===== config.mk =====
export PLATFORM = sky130hd
export DESIGN_NAME = a_rom_seq_ctrl
export DESIGN_NICKNAME = d
export VERILOG_FILES = /design/src/rtl/a_rom_seq_ctrl.sv
export SDC_FILE = /design/constraint.sdc
export NUM_CORES = 1
export LEC_CHECK = 0
export CORE_AREA = 2 2 47 49
export CTS_BUF_LIST = sky130_fd_sc_hd__clkbuf_4 sky130_fd_sc_hd__clkbuf_8 sky130_fd_sc_hd__clkbuf_16
export DETAILED_ROUTE_END_ITERATION = 12
export DIE_AREA = 0 0 49 51
export PLACE_DENSITY_LB_ADDON = 0.15
export SLEW_MARGIN = 5
export SYNTH_ARGS = -nofsm -noshare
export SYNTH_HDL_FRONTEND = slang
export SYNTH_SLANG_ARGS = --single-unit

===== constraint.sdc =====
create_clock -name clk -period 2.15 [get_ports clk]
set_input_delay 0.43 -clock clk [delete_from_list [all_inputs] [get_ports clk]]
set_output_delay 0.43 -clock clk [all_outputs]
set_load 0.05 [all_outputs]

===== src/rtl/a_rom_seq_ctrl.sv =====
// a_rom_seq_ctrl: column-major A-matrix ROM read sequencer streaming one element per valid/ready handshake
module a_rom_seq_ctrl #(
  parameter int ADDR_W = 4,
  parameter int ELEM_W = 7
) (
  input  logic                clk,
  input  logic                rst,
  input  logic                start,
  input  logic                abort,
  input  logic [1:0]          cfg_col_lo,
  input  logic [1:0]          cfg_col_hi,
  output logic [ADDR_W-1:0]   rom_addr,
  input  logic [2*ELEM_W-1:0] A_input,
  output logic                elem_valid,
  input  logic                elem_ready,
  output logic [ELEM_W-1:0]   elem_data,
  output logic [2:0]          elem_row,
  output logic [1:0]          elem_col,
  output logic                busy,
  output logic                done
);
  typedef enum logic [2:0] {IDLE, ADDR, HI, LO, DONE} state_t;
  state_t state, state_nxt;
  logic [1:0] col_hi;
  logic go, hs, last;
  assign go = state == IDLE && start && !abort;
  assign hs = elem_valid && elem_ready;
  assign last = rom_addr == ADDR_W'({col_hi, 2'b11});
  always_comb begin
    state_nxt = state;
    case (state)
      IDLE:    state_nxt = go ? (cfg_col_hi < cfg_col_lo ? DONE : ADDR) : IDLE;
      ADDR:    state_nxt = HI;
      HI:      state_nxt = hs ? LO : HI;
      LO:      state_nxt = hs ? (last ? DONE : ADDR) : LO;
      DONE:    state_nxt = IDLE;
      default: state_nxt = IDLE;
    endcase
    if (abort && state != IDLE) state_nxt = IDLE;
  end
  // ROM address is frozen through HI/LO so A_input stays stable under backpressure
  always_ff @(posedge clk or negedge rst) begin
    if (!rst) begin
      state    <= IDLE;
      rom_addr <= '0;
      col_hi   <= '0;
    end else begin
      state <= state_nxt;
      if (go) col_hi <= cfg_col_hi;
      if (go && cfg_col_hi >= cfg_col_lo) rom_addr <= ADDR_W'({cfg_col_lo, 2'b00});
      else if (state == LO && hs && !abort && !last) rom_addr <= rom_addr + 1'b1;
    end
  end
  assign elem_valid = state == HI || state == LO;
  assign elem_data  = state == HI ? A_input[2*ELEM_W-1:ELEM_W] : state == LO ? A_input[ELEM_W-1:0] : '0;
  assign elem_row   = elem_valid ? {rom_addr[1:0], state == LO} : '0;
  assign elem_col   = elem_valid ? rom_addr[3:2] : '0;
  assign busy       = state != IDLE;
  assign done       = state == DONE;
endmodule


# ---- After elaboration in Yosys (flattened, before gate mapping)
# Index checks and enable logic that the tools add are counted.
dict set report op_classes {
  n_div 0
  reduce_logical 14
  n_bitwise 0
  n_shift 0
  n_mux 13
  n_addsub 1
  eq_ne 5
  magnitude_cmp 2
  n_mul 0
}
# cell n
set ops {}
lappend ops {{2-to-1 mux 3 bit} 6}
lappend ops {{2-to-1 mux 7 bit} 2}
lappend ops {{case mux 3 bit (4 select lines)} 1}
lappend ops {{logical AND 1 bit} 8}
lappend ops {{2-to-1 mux 4 bit} 2}
lappend ops {{equality test 3 x 2 -> 1 bit, second input constant} 2}
lappend ops {{adder 4 x 1 -> 4 bit, second input constant} 1}
lappend ops {{equality test 4 bit} 1}
lappend ops {{equality test 3 x 1 -> 1 bit, second input constant} 1}
lappend ops {{equality test 3 bit, second input constant} 1}
lappend ops {{zero test 3 bit} 1}
lappend ops {{nonzero test 3 bit} 1}
lappend ops {{>= comparator 2 bit} 1}
lappend ops {{zero test 1 bit} 2}
lappend ops {{< comparator 2 bit} 1}
lappend ops {{2-to-1 mux 2 bit} 1}
lappend ops {{nonzero test 2 bit} 1}
lappend ops {{logical OR 1 bit} 1}
lappend ops {{2-to-1 mux 1 bit} 1}
dict set report word_totals {
  mem_count 0
  latchBits 0
  elab_cells 38
  reg_bits 9
  mem_bits_ro 0
  ram_bits 0
}

# ---- Logic depth before layout (Yosys ltp)
# Gate-level depths: netlist of run 1.
dict set report logic_depth {
  depth_word 8
  depth_mapped 6
}

# ---- Least setup slack after synthesis of run 1
# OpenSTA, ideal clock, no wires.
dict set report synth_timing {
  path_kind {reg-to-output}
  from {register state[2]}
  to {output port elem_col[1]}
  required_time_ns 1.720
  arrival_ns 1.593
  n_path_buf 1
  stages_incl_launch_ff 5
  setup_slack_ns 0.127
  path_cell_list {dfrtp_1 -> nand2b_1 -> clkbuf_1 -> inv_1 -> and2_1}
}
dict set report synth_between {
  elab_chain_cells 3
  elab_cells_between_ends 4
}
# element line
set synth_lines {}
lappend synth_lines {{start, declared} 23} ;# state_t state, state_nxt;
lappend synth_lines {{start signal, assigned} 48} ;# state <= state_nxt;
lappend synth_lines {{equality test 3 x 2 -> 1 bit} 54} ;# assign elem_valid = state == HI || state == LO;
lappend synth_lines {{logical OR 1 bit *} 54}
lappend synth_lines {{via elem_valid} 14} ;# output logic elem_valid,
lappend synth_lines {{2-to-1 mux 2 bit *} 57} ;# assign elem_col = elem_valid ? rom_addr[3:2] : '0;
lappend synth_lines {{end, declared} 18} ;# output logic [1:0] elem_col,
# The timed path passes the listed nets; every way through them passes the cells marked *.

# ---- Worst setup path in the final report of run 1
dict set report layout_timing {
  from {register rom_addr[2]}
  to {output port rom_addr[2]}
}
# element line
set layout_rtl {}
lappend layout_rtl {{start, declared} 12} ;# output logic [ADDR_W-1:0] rom_addr,
lappend layout_rtl {{start signal, assigned} 50} ;# if (go && cfg_col_hi >= cfg_col_lo) rom_addr <= ADDR_W'({cfg_col_lo, 2'b00});
lappend layout_rtl {{start signal, assigned} 51} ;# else if (state == LO && hs && !abort && !last) rom_addr <= rom_addr + 1'b1;
# No word-level cell between the ends.

==> flow_metrics.tcl, run 1 <==
set metrics [dict create \
    status "finished clean" \
    area.growth.synth_to_final_pct 91.4 \
    post_cts_resized 0 \
    cts_made_buffers 3 \
    synth_warnings 0 \
    fmax_ghz 0.506 \
    grt_pass1_vias 725 \
    io_pins 42 \
    die_w_um 49 \
    h-tree-depth 1 \
    power_leakage_nw 0.537 \
    clk_pin_slew_ns 0.06 \
    multi_input_area_um2 435 \
    worstSetupPathType "flip-flop to output port" \
    whs_ns 0.456 \
    start_util 0.333 \
    fp.coreArea_um2 2060 \
    cts_setup_buffers 0 \
    power_density_nw_per_um2 673 \
    groute.usage.overall 0.171 \
    max_cap_viol_count 0 \
    cts-root-buf "clkbuf_4" \
    slew_viol_final 0 \
    rsz0062_at_grt "false" \
    synth_top_area_cell "dfrtp_1" \
    synth_area_per_cell_um2 8.28 \
    register_area_um2 225 \
    grt_pass1_wl_mm 3.35 \
    nFillCells 180 \
    path_buf_inv 1 \
    fin_util 0.637 \
    gr-total-overflow 0 \
    antenna_found_initial 0 \
    setup_tns_ns 0 \
    critPathTopFamily "buffers and inverters" \
    ys_top_cells_by_area "dfrtp_1, mux2i_1, nor2_1, ha_1, and2_1" \
    clockBufferDepth 2 \
    critPathMaxStageDelay_ns 0.84 \
    grt_max_degree 11 \
    drtIter0Drc 9 \
    cp.required_ns 1.72 \
    n_antenna_cell 0 \
    fin_crit_ns 1.98 \
    syn_area_um2 687 \
    arrival_ns 1.55 \
    clk_latency_ns 0.26 \
    routed_wl_mm 1.87 \
    slew_headroom 0.668 \
    cts.sinks 9 \
    dr.pass1.iters 4 \
    dieHeight_um 51 \
    critPathSlowestCell "clkdlybuf4s50_1" \
    synthCells 83 \
    worstMarginPinSlew_ns 0.497 \
    worst_setup_path_start_kind "flip-flop" \
    ctsHoldBuffers 0 \
    routedWlPerCell_um 11.9 \
    drc_errors 0 \
    drive_gt1_frac 0.202 \
    layout.nets 156 \
    ant_nets 0 \
    dieArea_um2 2500 \
    fin_skew_ns 0.00371 \
    synth_nets 109 \
    hp-class "input port to async pin" \
    hold_violations 0 \
    place_congestion 0.751 \
    vias_per_cell 4.82 \
    synth-seq-area-share 0.328 \
    port_buffers 41 \
    finalSetupViolCount 0 \
    vias 756 \
    ys_types 28 \
    yosys.area.top_type_share 0.328 \
    endpoint_kind "output port" \
    worstPathCellList "clkdlybuf4s50_1" \
    peakVddDrop_v 0.000554 \
    dp_hpwl_mm 1.56 \
    cts_tree "yes" \
    synthArstFlopShare 1.00 \
    timing.final.crit_share 0.919 \
    synth_ff_type "dfrtp_1" \
    synth_seq_cells 9 \
    synth_edf_count 0 \
    worstPathMaxFanout 6 \
    rows 17 \
]
-- power breakdown --
group	internal, W	leakage (nW)	switching [W]
combinational	0.000222	0.404	0.000269
clock	0.0000842	0.0184	0.0000596
sequential	0.000204	0.115	0.0000463
total	0.000510	0.537	0.000375
-- cell families (layout without fill, tap and decap cells) --
kind of cell	Yosys count	in the layout	synth area share
buffers and inverters	7	53	0.0382
adders and majority gates	3	3	0.0547
xor gates and xnor gates	3	3	0.0383
muxes	8	8	0.118
and+or+nand+nor	37	37	0.279
AOI/OAI and AO/OA	16	16	0.144
DFF	9	9	0.328
-- sequential cells by signal, indices dropped and copies added, names as in the netlist --
signal,flops
rom_addr,4
state,3
col_hi,2
-- layout by cell type (no fill, tap or decap) --
master,count
a21boi_0,1
a21oi_1,3
a311o_1,1
a311oi_1,1
a31oi_1,4
and2_1,5
and2_2,1
and3_2,1
buf_12,14
buf_4,4
clkbuf_4,4
clkdlybuf4s50_1,26
dfrtp_1,9
ha_1,3
inv_1,5
mux2_2,1
mux2i_1,7
nand2_1,3
nand2b_1,3
nand3_1,2
nand4_1,1
nand4b_1,1
nor2_1,13
nor2b_1,1
nor3_1,2
o21a_1,1
o21ai_0,5
or2_2,1
or3_1,3
xnor2_1,3
-- synth_stat cells (2+ instances only) --
cell       n
a21oi_1    3
a31oi_1    4
and2_1     5
dfrtp_1    9
ha_1       3
inv_1      5
mux2i_1    7
nand2_1    3
nand2b_1   3
nand3_1    2
nor2_1    13
nor3_1     2
o21ai_0    5
or3_1      3
xnor2_1    3
-- stage by stage --
stage	setup WS [ns]	total power (W)	cells	area, um2
after floorplan	0.127	0.000528	83	687
after global placement	0.142	0.000737	153	1280
after detailed placement	0.0830	0.000746	153	1280
after CTS	0.160	0.000894	157	1320
after global routing	0.133	0.000938	157	1320
final	0.175	0.000885	157	1320
-- per-layer routing --
layer  track usage  vias up  share of wire
li1              -      384              -
met1         0.206      355           0.42
met2         0.301       15           0.52
met3        0.0585        2          0.049
met4        0.0286        0         0.0075
met5             0        -              0
-- final cells by class --
cell class                 count  area share
timing repair buffer          44       0.434
multi-input combinational     67       0.331
sequential                     9       0.171
tap                           28      0.0266
clock buffer                   4      0.0228
inverter                       5      0.0143
-- final timing paths --
path                                         start                       to  slack [ns]  cells past startpoint
max                        rom_addr[2]$_DFFE_PN0P_              rom_addr[2]        0.17                      1
min                                            rst       state[2]$_DFF_PN0_        0.46                      1
max reg2reg                     state[0]$_DFF_PN0_  rom_addr[3]$_DFFE_PN0P_        0.46                      4
min reg2reg                  col_hi[0]$_DFFE_PN0N_    col_hi[0]$_DFFE_PN0N_        0.52                      2
max in group asynchronous                      rst  rom_addr[1]$_DFFE_PN0P_        1.41                      1
min in group clk             col_hi[0]$_DFFE_PN0N_    col_hi[0]$_DFFE_PN0N_        0.52                      2
Note: power is estimated with default switching activity, not from simulation.
==> run 2, diff against run 1 <==
Settings changed: CORE_AREA 2 2 47 49 to 2 2 45 47, DIE_AREA 0 0 49 51 to 0 0 47 49, SLEW_MARGIN 5 to unset.
Clock period 2.15 ns to 2.4 ns, I/O delays scaled along.
==> run 2 against run 1 <==
Effect of this change:
- global-route usage increased by 0.56 points
- setup slack improved by 0.21 ns
- sequential share of layout area increased by 1.1 points
- combinational power decreased by 13%
- routed wire length increased by 1.4%
- worst hold slack improved by 0.058 ns
- sequential power decreased by 12%
- register-to-register slack improved by 0.31 ns
- core utilization increased by 3.4 points
- critical path type unchanged
- largest power group unchanged
- highest routed layer unchanged
==> flow_metrics.tcl, run 2 (synthesis results as in run 1) <==
set metrics [dict create \
    dieArea_um2 2300 \
    critPathSlowestCell "dfrtp_1" \
    routed_wl_mm 1.90 \
    drive_gt1_frac 0.189 \
    max_cap_viol_count 0 \
    status "finished clean" \
    drc_errors 0 \
    place_area_um2 1210 \
    setup_tns_ns 0 \
    worstPathCellList "nand2b_1 > inv_1 > and2_2 > buf_12" \
    worstSetupPathType "flip-flop to output port" \
    wl_met3_um 249 \
    regMostFlops "rom_addr" \
    worstPathMaxFanout 8 \
    dr.pass1.iters 6 \
    port_buffers 41 \
    fp.coreArea_um2 1840 \
    post_cts_resized 0 \
    clk_pin_slew_ns 0.06 \
    critPathTopFamily "simple AND/OR/NAND/NOR gates" \
    layout.nets 154 \
    wl_met2_um 897 \
    hold_violations 0 \
    cts_tree "yes" \
    ant_nets 0 \
    final_common_cell "clkdlybuf4s50_1" \
    slew_viol_final 0 \
    dp_hpwl_mm 1.60 \
    area.growth.synth_to_final_pct 80.0 \
    n_antenna_cell 0 \
    critPathMaxStageDelay_ns 0.41 \
    worst_setup_path_start_kind "flip-flop" \
    grt_pass1_wl_mm 3.03 \
    fin_skew_ns 0.00175 \
    drtIter0Drc 11 \
    io_pins 42 \
    slew_headroom 0.668 \
    h-tree-depth 1 \
    die_w_um 47 \
    cp.required_ns 1.92 \
    dieHeight_um 49 \
    cts.sinks 9 \
    largest_reg_flops 4 \
    routedWlPerCell_um 12.3 \
    finalSetupViolCount 0 \
    clk_latency_ns 0.26 \
    endpoint_kind "output port" \
    met1_length_um 720 \
    worstMarginPinSlew_ns 0.497 \
    start_util 0.373 \
    peakVddDrop_v 0.000376 \
    ctsHoldBuffers 0 \
    place_congestion 0.849 \
    clockBufferDepth 2 \
    cts-root-buf "clkbuf_4" \
    cts_made_buffers 3 \
    vias 772 \
    final_area_um2 1240 \
    hp-class "flip-flop to flip-flop" \
    fmax_ghz 0.495 \
    grt_max_degree 16 \
    fin_crit_ns 2.02 \
    final_cell_mix "clkdlybuf4s50_1, nor2_1, dfrtp_1, buf_12" \
    groute.usage.overall 0.177 \
    timing.final.crit_share 0.841 \
    cts_setup_buffers 0 \
    whs_ns 0.514 \
    nFillCells 161 \
    arrival_ns 1.54 \
    power_leakage_nw 0.514 \
    antenna_found_initial 0 \
    maxUsedRoutingLayer "met4" \
    top_regs "rom_addr: 4 flops, state: 3 flops, col_hi: 2 flops" \
    rsz0062_at_grt "false" \
    path_buf_inv 2 \
    rows 16 \
    vias_per_cell 5.01 \
    grt_pass1_vias 728 \
    gr-total-overflow 0 \
    power_density_nw_per_um2 627 \
]
==> run 2: cell count changes in the layout (fill, tap and decap cells not counted), sizes merged <==
cell  change
buf       -2
==> run 2: power breakdown <==
| group | internal (W) | switching [W] | total [W] |
|---|---|---|---|
| clock network | 0.0000754 | 0.0000534 | 0.000129 |
| logic | 0.000184 | 0.000243 | 0.000427 |
| registers | 0.000183 | 0.0000366 | 0.000219 |
==> run 2: path summary, 6_finish.rpt <==
check                                        startpoint                      end  slack (ns)  depth (start not counted)
worst min register to register    col_hi[0]$_DFFE_PN0N_    col_hi[0]$_DFFE_PN0N_        0.51                          2
max in group asynchronous                           rst       state[2]$_DFF_PN0_        1.59                          1
min in group asynchronous                           rst    col_hi[0]$_DFFE_PN0N_        0.52                          1
worst max-delay path                 state[2]$_DFF_PN0_              elem_col[0]        0.38                          4
worst min-delay path              col_hi[0]$_DFFE_PN0N_    col_hi[0]$_DFFE_PN0N_        0.51                          2
worst max register to register  rom_addr[2]$_DFFE_PN0P_  rom_addr[3]$_DFFE_PN0P_        0.77                          4
==> run 2: per-stage QoR <==
step | utilization | total power, W | setup WS (ns) | cells
6_report | 0.671 | 0.000776 | 0.381 | 154
4_1_cts | 0.671 | 0.000781 | 0.362 | 154
5_1_grt | 0.671 | 0.000820 | 0.248 | 154
3_3_place_gp | 0.655 | 0.000644 | 0.292 | 150
3_5_place_dp | 0.655 | 0.000652 | 0.248 | 150
2_1_floorplan | - | 0.000473 | 0.327 | 83
==> run 2: metal layers <==
| layer | vias up | GRT usage |
|---|---|---|
| met2 | 38 | 0.317 |
| li1 | 382 | - |
| met1 | 347 | 0.179 |
| met4 | 0 | 0.0694 |
| met3 | 5 | 0.0556 |
| met5 | - | 0 |
==> run 2: tightest hold or removal path, cell delays in order, from the launching register on <==
cell	delay (ns)
dfrtp_1	0.37
nand2_1	0.05
o21ai_0	0.06
==> run 2: area by class of cell <==
type / count / area [um2] / area share
Tap cell: 27 / 33.8 / 0.0273
Timing Repair Buffer: 42 / 493 / 0.399
Clock buffer: 4 / 30.0 / 0.0243
Inverter: 5 / 18.8 / 0.0152
Multi-Input combinational cell: 67 / 435 / 0.352
Sequential cell: 9 / 225 / 0.182
